File: config.mk
export PLATFORM = sky130hd
export DESIGN_NAME = fp_to_int
export DESIGN_NICKNAME = d
export VERILOG_FILES = /design/src/rtl/fp_to_int.sv
export SDC_FILE = /design/constraint.sdc
export NUM_CORES = 1
export LEC_CHECK = 0
export ABC_AREA = 1
export CORE_AREA = 2 2 120 180
export DETAILED_ROUTE_END_ITERATION = 8
export DIE_AREA = 0 0 122 182
export PLACE_DENSITY_LB_ADDON = 0.08
export SYNTH_ARGS = -nofsm -noshare
export SYNTH_HDL_FRONTEND = slang
export SYNTH_SLANG_ARGS = --single-unit
File: constraint.sdc
create_clock -name CLK -period 4.95 [get_ports CLK]
set_input_delay 0.7425 -clock CLK [delete_from_list [all_inputs] [get_ports CLK]]
set_output_delay 0.7425 -clock CLK [all_outputs]
set_load 0.01 [all_outputs]
File: src/rtl/fp_to_int.sv
// fp_to_int: three-stage pipelined float -> signed integer converter.
// Packed input {sign, exp[NX-1:0], mant[NM-1:0]}; rounding truncates toward zero.
// The whole pipeline advances only when the output register is free or being drained.
//
// Stages:
//   S1 | unpack, classify (zero/denormal, normal, inf, NaN), unbiased exponent
//   S2 | align magnitude, collect discarded fraction bits, range check
//   S3 | negate / saturate, registered outputs
module fp_to_int #(
    parameter int NX   = 8,
    parameter int NM   = 23,
    parameter int NINT = 32
) (
    input  logic              CLK,
    input  logic              RST,
    input  logic              in_valid,
    output logic              in_ready,
    input  logic [NX+NM:0]    in_data,
    output logic              out_valid,
    input  logic              out_ready,
    output logic [NINT-1:0]   out_data,
    output logic              out_invalid,
    output logic              out_overflow,
    output logic              out_inexact
);

    // Shifter wide enough for the full significand and the full integer range.
    localparam int W    = (NM + 1 > NINT) ? NM + 1 : NINT;
    localparam int BIAS = 2 ** (NX - 1) - 1;

    localparam logic [NM:0]     M_ONES  = '1;
    localparam logic [NINT-1:0] MAX_POS = {1'b0, {(NINT-1){1'b1}}};
    localparam logic [NINT-1:0] MIN_NEG = {1'b1, {(NINT-1){1'b0}}};

    logic                w_en;
    logic [NX-1:0]       w_exp;
    logic [NM-1:0]       w_mant;
    logic signed [31:0]  w_e;

    logic                r1_valid;
    logic                r1_sign;
    logic                r1_nan;
    logic                r1_inf;
    logic                r1_zero;
    logic [NM-1:0]       r1_mant;
    logic signed [31:0]  r1_e;

    logic [NM:0]         w_m;
    logic [W-1:0]        w_mag;
    logic                w_inexact;
    logic                w_sat;
    logic                w_min;

    logic                r2_valid;
    logic                r2_sign;
    logic                r2_invalid;
    logic                r2_sat;
    logic                r2_min;
    logic                r2_inexact;
    logic [W-1:0]        r2_mag;

    logic [NINT-1:0]     w_mag_n;
    logic [NINT-1:0]     w_result;

    logic                r_out_valid;
    logic [NINT-1:0]     r_out_data;
    logic                r_out_invalid;
    logic                r_out_overflow;
    logic                r_out_inexact;

    assign w_en     = !(r_out_valid && !out_ready);
    assign in_ready = w_en;

    assign w_exp  = in_data[NX+NM-1:NM];
    assign w_mant = in_data[NM-1:0];
    assign w_e    = $signed({{(32-NX){1'b0}}, w_exp}) - 32'(BIAS);

    // S1: capture the word and classify it by exponent/mantissa pattern.
    always_ff @(posedge CLK) begin
        if (RST) begin
            r1_valid <= 1'b0;
            r1_sign  <= 1'b0;
            r1_nan   <= 1'b0;
            r1_inf   <= 1'b0;
            r1_zero  <= 1'b0;
            r1_mant  <= '0;
            r1_e     <= '0;
        end else if (w_en) begin
            r1_valid <= in_valid;
            r1_sign  <= in_data[NX+NM];
            r1_nan   <= (&w_exp) && (|w_mant);
            r1_inf   <= (&w_exp) && !(|w_mant);
            r1_zero  <= !(|w_exp);
            r1_mant  <= w_mant;
            r1_e     <= w_e;
        end
    end

    // S2 datapath: alignment shift, lost-bit detection and range decisions.
    always_comb begin
        w_m       = {1'b1, r1_mant};
        w_mag     = '0;
        w_inexact = 1'b0;
        w_sat     = 1'b0;
        w_min     = 1'b0;
        if (r1_nan) begin
            w_mag = '0;
        end else if (r1_inf) begin
            w_sat = 1'b1;
        end else if (r1_zero) begin
            w_inexact = |r1_mant;
        end else if (r1_e < 0) begin
            w_inexact = 1'b1;
        end else if (r1_e >= NINT - 1) begin
            // -2^(NINT-1) is the one representable value at this exponent.
            if (r1_sign && (r1_e == NINT - 1) && !(|r1_mant))
                w_min = 1'b1;
            else
                w_sat = 1'b1;
        end else if (r1_e >= NM) begin
            w_mag = W'(w_m) << (r1_e - NM);
        end else begin
            w_mag     = W'(w_m >> (NM - r1_e));
            w_inexact = |(w_m & ~(M_ONES << (NM - r1_e)));
        end
    end

    // S2: register the aligned magnitude and the decisions for the output stage.
    always_ff @(posedge CLK) begin
        if (RST) begin
            r2_valid   <= 1'b0;
            r2_sign    <= 1'b0;
            r2_invalid <= 1'b0;
            r2_sat     <= 1'b0;
            r2_min     <= 1'b0;
            r2_inexact <= 1'b0;
            r2_mag     <= '0;
        end else if (w_en) begin
            r2_valid   <= r1_valid;
            r2_sign    <= r1_sign;
            r2_invalid <= r1_nan;
            r2_sat     <= w_sat;
            r2_min     <= w_min;
            r2_inexact <= w_inexact;
            r2_mag     <= w_mag;
        end
    end

    // S3 datapath: apply sign, or substitute saturation / NaN values.
    always_comb begin
        w_mag_n = NINT'(r2_mag);
        if (r2_invalid)
            w_result = '0;
        else if (r2_sat)
            w_result = r2_sign ? MIN_NEG : MAX_POS;
        else if (r2_min)
            w_result = MIN_NEG;
        else if (r2_sign)
            w_result = -w_mag_n;
        else
            w_result = w_mag_n;
    end

    // S3: output register, held while the consumer stalls.
    always_ff @(posedge CLK) begin
        if (RST) begin
            r_out_valid    <= 1'b0;
            r_out_data     <= '0;
            r_out_invalid  <= 1'b0;
            r_out_overflow <= 1'b0;
            r_out_inexact  <= 1'b0;
        end else if (w_en) begin
            r_out_valid    <= r2_valid;
            r_out_data     <= w_result;
            r_out_invalid  <= r2_invalid;
            r_out_overflow <= r2_sat;
            r_out_inexact  <= r2_inexact;
        end
    end

    assign out_valid    = r_out_valid;
    assign out_data     = r_out_data;
    assign out_invalid  = r_out_invalid;
    assign out_overflow = r_out_overflow;
    assign out_inexact  = r_out_inexact;

endmodule

==> qor.txt <==
STA
---------------------------------------------------------------------------------------
Final count of hold timing violations                                                 0
Max-slew headroom                                                                 32.5%
Fmax achieved                                                                   247 MHz
Setup clock skew after layout                                                 0.0114 ns
Setup repair after global routing missed its margin                               false
Count of endpoints failing setup in the final report                                  0
Fraction of the cycle the final worst path needs                                  81.8%
Fin Hold WS                                                                    0.465 ns
Final critical delay including setup and external delays                        4.05 ns
Sum of negative setup slack                                                        0 ns
Pins over their slew limit                                                            0
Worst slew pin tran                                                             1.01 ns

WORST SETUP PATH
---------------------------------------------------------------------------------------
Worst path bufs/invs                                                                  3
Data arrival at the endpoint of the critical path                               4.35 ns
Maximum fanout encountered on the critical timing path                               39
Start of the worst register-to-register path                                   r1_e[30]
Length in cells of the worst reg-to-reg path                                         24
CP delay by family, top                                                    simple AND/OR/NAND/NOR gates
Slowest stage cell on the critical path                                    sky130_fd_sc_hd__nor2_4
CP Launch Point                                                                r1_e[30]
R2R Setup Slk                                                                   0.90 ns
Critical Path End Type                                                         register
Worst R2R End                                                                r2_mag[15]
Levels on crit path                                                                  24
Data required time at the worst endpoint                                        5.25 ns
Type of the worst setup path                                                 reg -> reg
Cell-by-cell trace of the critical path                                    inv_2 > nand2_1 > nor2_2 > nand2_1 > ha_1 > inv_1 > nand2_1 > nor2_1 > nand3_1 > nor2_1 > nand3_2 > nor2_4 > nand2_1 > o21ai_2 > inv_1 > nand2_1 > nand2_1 > nand2_1 > nand2_1 > nand2_1 > nand3_1 > nand2_1 > nand2_1 > a21oi_1
Delay contributed by the slowest stage of the critical path                     0.64 ns
CP dominant cell by count                                                  sky130_fd_sc_hd__nand2_1
Kind of start point of the critical path                                       register
Endpoint of the most critical setup path                                     r2_mag[15]

CLOCKING
---------------------------------------------------------------------------------------
Clock Root Buffer                                                          sky130_fd_sc_hd__clkbuf_16
Number of sinks driven by the clock tree                                            111
Number of buffers added to fix hold violations after cts                              0
Number of buffers added by the clock tree synthesis step                              9
Clock buffer depth                                                                    2
Post-CTS Repair Setup Buffers                                                         0
Post-cts repair resize count                                                          0
H-tree levels                                                                         3
TritonCTS clock tree                                                              built
Clock slew at reported path FFs                                                 0.09 ns
Clock Latency Late Sink                                                         0.37 ns

GRT
---------------------------------------------------------------------------------------
Largest net degree at the start of global routing                                    75
Vias in the first global route                                                    10400
GRT met1 Usage                                                                    37.1%
Global-route wire length before repair                                         55300 µm
GRT Total Usage                                                                   31.7%
Remaining global-route overflow                                                       0
Grt met2 use                                                                      54.1%
Most Used Layer, Global Route                                                      met2
Antenna violations before repair                                                      0
Routing usage on met3                                                             3.99%

ROUTING
---------------------------------------------------------------------------------------
Overall via count from detail_route                                               11100
Remaining routing DRC violations                                                      0
Wire length after detailed routing                                             34800 µm
Number of optimization iterations in the first detailed-route pass                    5
Number of violations reported at the end of detailed-routing iteration 0            863
Wire per inst                                                                   17.7 µm
Post-detailed-route via-to-cell ratio                                              5.66
Antenna violation net count after detailed routing                                    0

FLOORPLANNING
---------------------------------------------------------------------------------------
Initial Utilization                                                               45.9%
Area of the die                                                               22200 µm²
Std cell rows                                                                        65
Width of the chip                                                                122 µm
Std-Cell Core Area                                                            20700 µm²
Count of pins on the block boundary                                                  73
Height of the die                                                                182 µm

JOB
---------------------------------------------------------------------------------------
Max-cap viol count                                                                    0

SYNTHESIS
---------------------------------------------------------------------------------------
Area of the mapped netlist                                                     9520 µm²
Yosys synthesis warning count                                                         0
Synthesized netlist cell count                                                     1702
Count of cell types in the netlist                                                   45
Yosys reg bits                                                                      111
Share of synthesized area occupied by flip-flops and latches                      23.3%
Post-synthesis async set-or-reset flop share                                         0%
Mean instance size in the synthesized netlist                                  5.59 µm²
Leading register cell type out of synthesis                                sky130_fd_sc_hd__dfxtp_1
Syn nets                                                                           1759
EDFF count, synth                                                                     0

PLACED DESIGN
---------------------------------------------------------------------------------------
Final RePlAce weighted congestion                                                 0.941
Buffers added on ports                                                               72
HPWL Detailed                                                                  26200 µm

HOLD PATH
---------------------------------------------------------------------------------------
Path type of the worst min-delay path                                        reg -> reg

STATUS
---------------------------------------------------------------------------------------
Result of the run                                                          finished clean

POWER
---------------------------------------------------------------------------------------
Power density over the cells                                                 264 nW/µm²
Standby leakage power                                                           4.70 nW
Maximum VDD drop                                                               0.171 mV

LAYOUT
---------------------------------------------------------------------------------------
Fraction of final layout cells sized beyond drive strength 1                      4.41%
Number of diodes added for antenna fixing                                             0
Synthesis-to-layout area growth                                                   10.9%
Post-layout net count                                                              1752
Commonest cells after routing, fill and taps aside                         578 x sky130_fd_sc_hd__nand2_1, 219 x sky130_fd_sc_hd__nand3_1, 163 x sky130_fd_sc_hd__a21oi_1
Most frequent standard cell in the layout excluding fill and tap cells     sky130_fd_sc_hd__nand2_1

[logic make-up (layout without fill, tap and decap cells)]
kind of cell / count (synthesis) / in the layout / share of synthesized area, %
buffers and inverters: 242 / 240 / 10.3
DFF: 111 / 111 / 23.3
adders and majority gates: 21 / 21 / 2.76
and+or+nand+nor: 1006 / 1006 / 45.7
AOI/OAI and AO/OA: 315 / 315 / 17.2
xor gates and xnor gates: 7 / 7 / 0.644
[registers in the layout (all words and copies together), names as in the netlist, 9 cells and up]
name and cells:
out_data 32, r1_mant 23, r1_e 9, r2_mag 32
[metal layers]
layer / up-vias / routed length [µm]
met5: - / 0
li1: 5603 / -
met3: 103 / 1580
met1: 5070 / 13900
met4: 0 / 2210
met2: 361 / 17100
[through the flow]
| step | total power, mW | instances | instance area [µm²] | utilization [%] | setup slack (ns) |
|---|---|---|---|---|---|
| 4_1_cts | 2.79 | 1968 | 10600 | 50.9 | 0.952 |
| 3_3_place_gp | 2.02 | 1952 | 10200 | 49.4 | 1.02 |
| 6_report | 2.79 | 1968 | 10600 | 50.9 | 0.899 |
| 2_1_floorplan | 1.69 | 1702 | 9520 | - | 1.79 |
| 5_1_grt | 2.97 | 1968 | 10600 | 50.9 | 0.364 |
| 3_5_place_dp | 2.02 | 1952 | 10200 | 49.4 | 0.961 |
[Yosys cell counts (2+ instances only)]
master	instances	area share, %
sky130_fd_sc_hd__nor2_1	108	4.3
sky130_fd_sc_hd__o211ai_1	10	0.79
sky130_fd_sc_hd__nand3b_1	3	0.24
sky130_fd_sc_hd__nand2_4	4	0.47
sky130_fd_sc_hd__clkbuf_1	71	2.8
sky130_fd_sc_hd__nand4_1	30	2.0
sky130_fd_sc_hd__nand2_2	4	0.26
sky130_fd_sc_hd__a31oi_1	3	0.20
sky130_fd_sc_hd__ha_1	21	2.8
sky130_fd_sc_hd__inv_1	120	4.7
sky130_fd_sc_hd__a41oi_1	2	0.18
sky130_fd_sc_hd__clkinv_1	3	0.12
sky130_fd_sc_hd__nor3b_1	2	0.16
sky130_fd_sc_hd__nor2_2	5	0.33
sky130_fd_sc_hd__o31ai_1	4	0.32
sky130_fd_sc_hd__nand3_1	219	12
sky130_fd_sc_hd__nand3_2	3	0.32
sky130_fd_sc_hd__and2_1	2	0.13
sky130_fd_sc_hd__dfxtp_1	111	23
sky130_fd_sc_hd__buf_2	13	0.68
sky130_fd_sc_hd__nor3_1	26	1.4
sky130_fd_sc_hd__o21ai_1	13	0.68
sky130_fd_sc_hd__and2_0	2	0.13
sky130_fd_sc_hd__and3_1	2	0.13
sky130_fd_sc_hd__xor2_1	6	0.55
sky130_fd_sc_hd__nor2_4	7	0.83
sky130_fd_sc_hd__nand2_1	578	23
sky130_fd_sc_hd__a21oi_1	163	8.6
sky130_fd_sc_hd__buf_4	6	0.47
sky130_fd_sc_hd__o21ai_0	114	6.0
sky130_fd_sc_hd__inv_2	9	0.35
sky130_fd_sc_hd__buf_1	15	0.59
sky130_fd_sc_hd__buf_6	4	0.47
sky130_fd_sc_hd__nor4_1	8	0.53
[layout make-up]
type	instances	area, µm²
fillers	2305	10200
flip-flops and latches	111	2220
well taps	268	335
clock inverters	7	78.8
repair buffers	92	866
multi-input cells	1349	6330
inverters	132	495
clock buffers	9	225
[power by group]
group | total (mW) | internal [mW] | switching (mW) | leakage [nW]
Combinational | 0.989 | 0.329 | 0.660 | 3.63
Sequential | 1.03 | 0.952 | 0.0734 | 0.911
Clock | 0.771 | 0.367 | 0.405 | 0.151
Total | 2.79 | 1.65 | 1.14 | 4.70
[worst min-delay path by stage]
stage	depth (start not counted)	slack (ns)	start	to
2_1_floorplan	2	0.43	r2_valid	r2_valid
3_3_place_gp	2	0.45	r2_valid	r2_valid
3_5_place_dp	2	0.45	r2_valid	r2_valid
4_1_cts	2	0.47	out_data[19]	out_data[19]
5_1_grt	2	0.48	out_data[24]	out_data[24]
6_report	2	0.47	out_data[26]	out_data[26]
[worst reg2reg max path, cell delays in order (launching register included)]
cell	delay [ns]
sky130_fd_sc_hd__dfxtp_1	0.39
sky130_fd_sc_hd__inv_2	0.28
sky130_fd_sc_hd__nand2_1	0.18
sky130_fd_sc_hd__nor2_2	0.33
sky130_fd_sc_hd__nand2_1	0.10
sky130_fd_sc_hd__ha_1	0.30
sky130_fd_sc_hd__inv_1	0.06
sky130_fd_sc_hd__nand2_1	0.04
sky130_fd_sc_hd__nor2_1	0.08
sky130_fd_sc_hd__nand3_1	0.08
sky130_fd_sc_hd__nor2_1	0.11
sky130_fd_sc_hd__nand3_2	0.14
sky130_fd_sc_hd__nor2_4	0.64
sky130_fd_sc_hd__nand2_1	0.15
sky130_fd_sc_hd__o21ai_2	0.24
sky130_fd_sc_hd__inv_1	0.06
sky130_fd_sc_hd__nand2_1	0.07
sky130_fd_sc_hd__nand2_1	0.07
sky130_fd_sc_hd__nand2_1	0.09
sky130_fd_sc_hd__nand2_1	0.07
sky130_fd_sc_hd__nand2_1	0.08
sky130_fd_sc_hd__nand3_1	0.13
sky130_fd_sc_hd__nand2_1	0.11
sky130_fd_sc_hd__nand2_1	0.05
sky130_fd_sc_hd__a21oi_1	0.12
No activity file was read; power rests on OpenSTA's default activity.
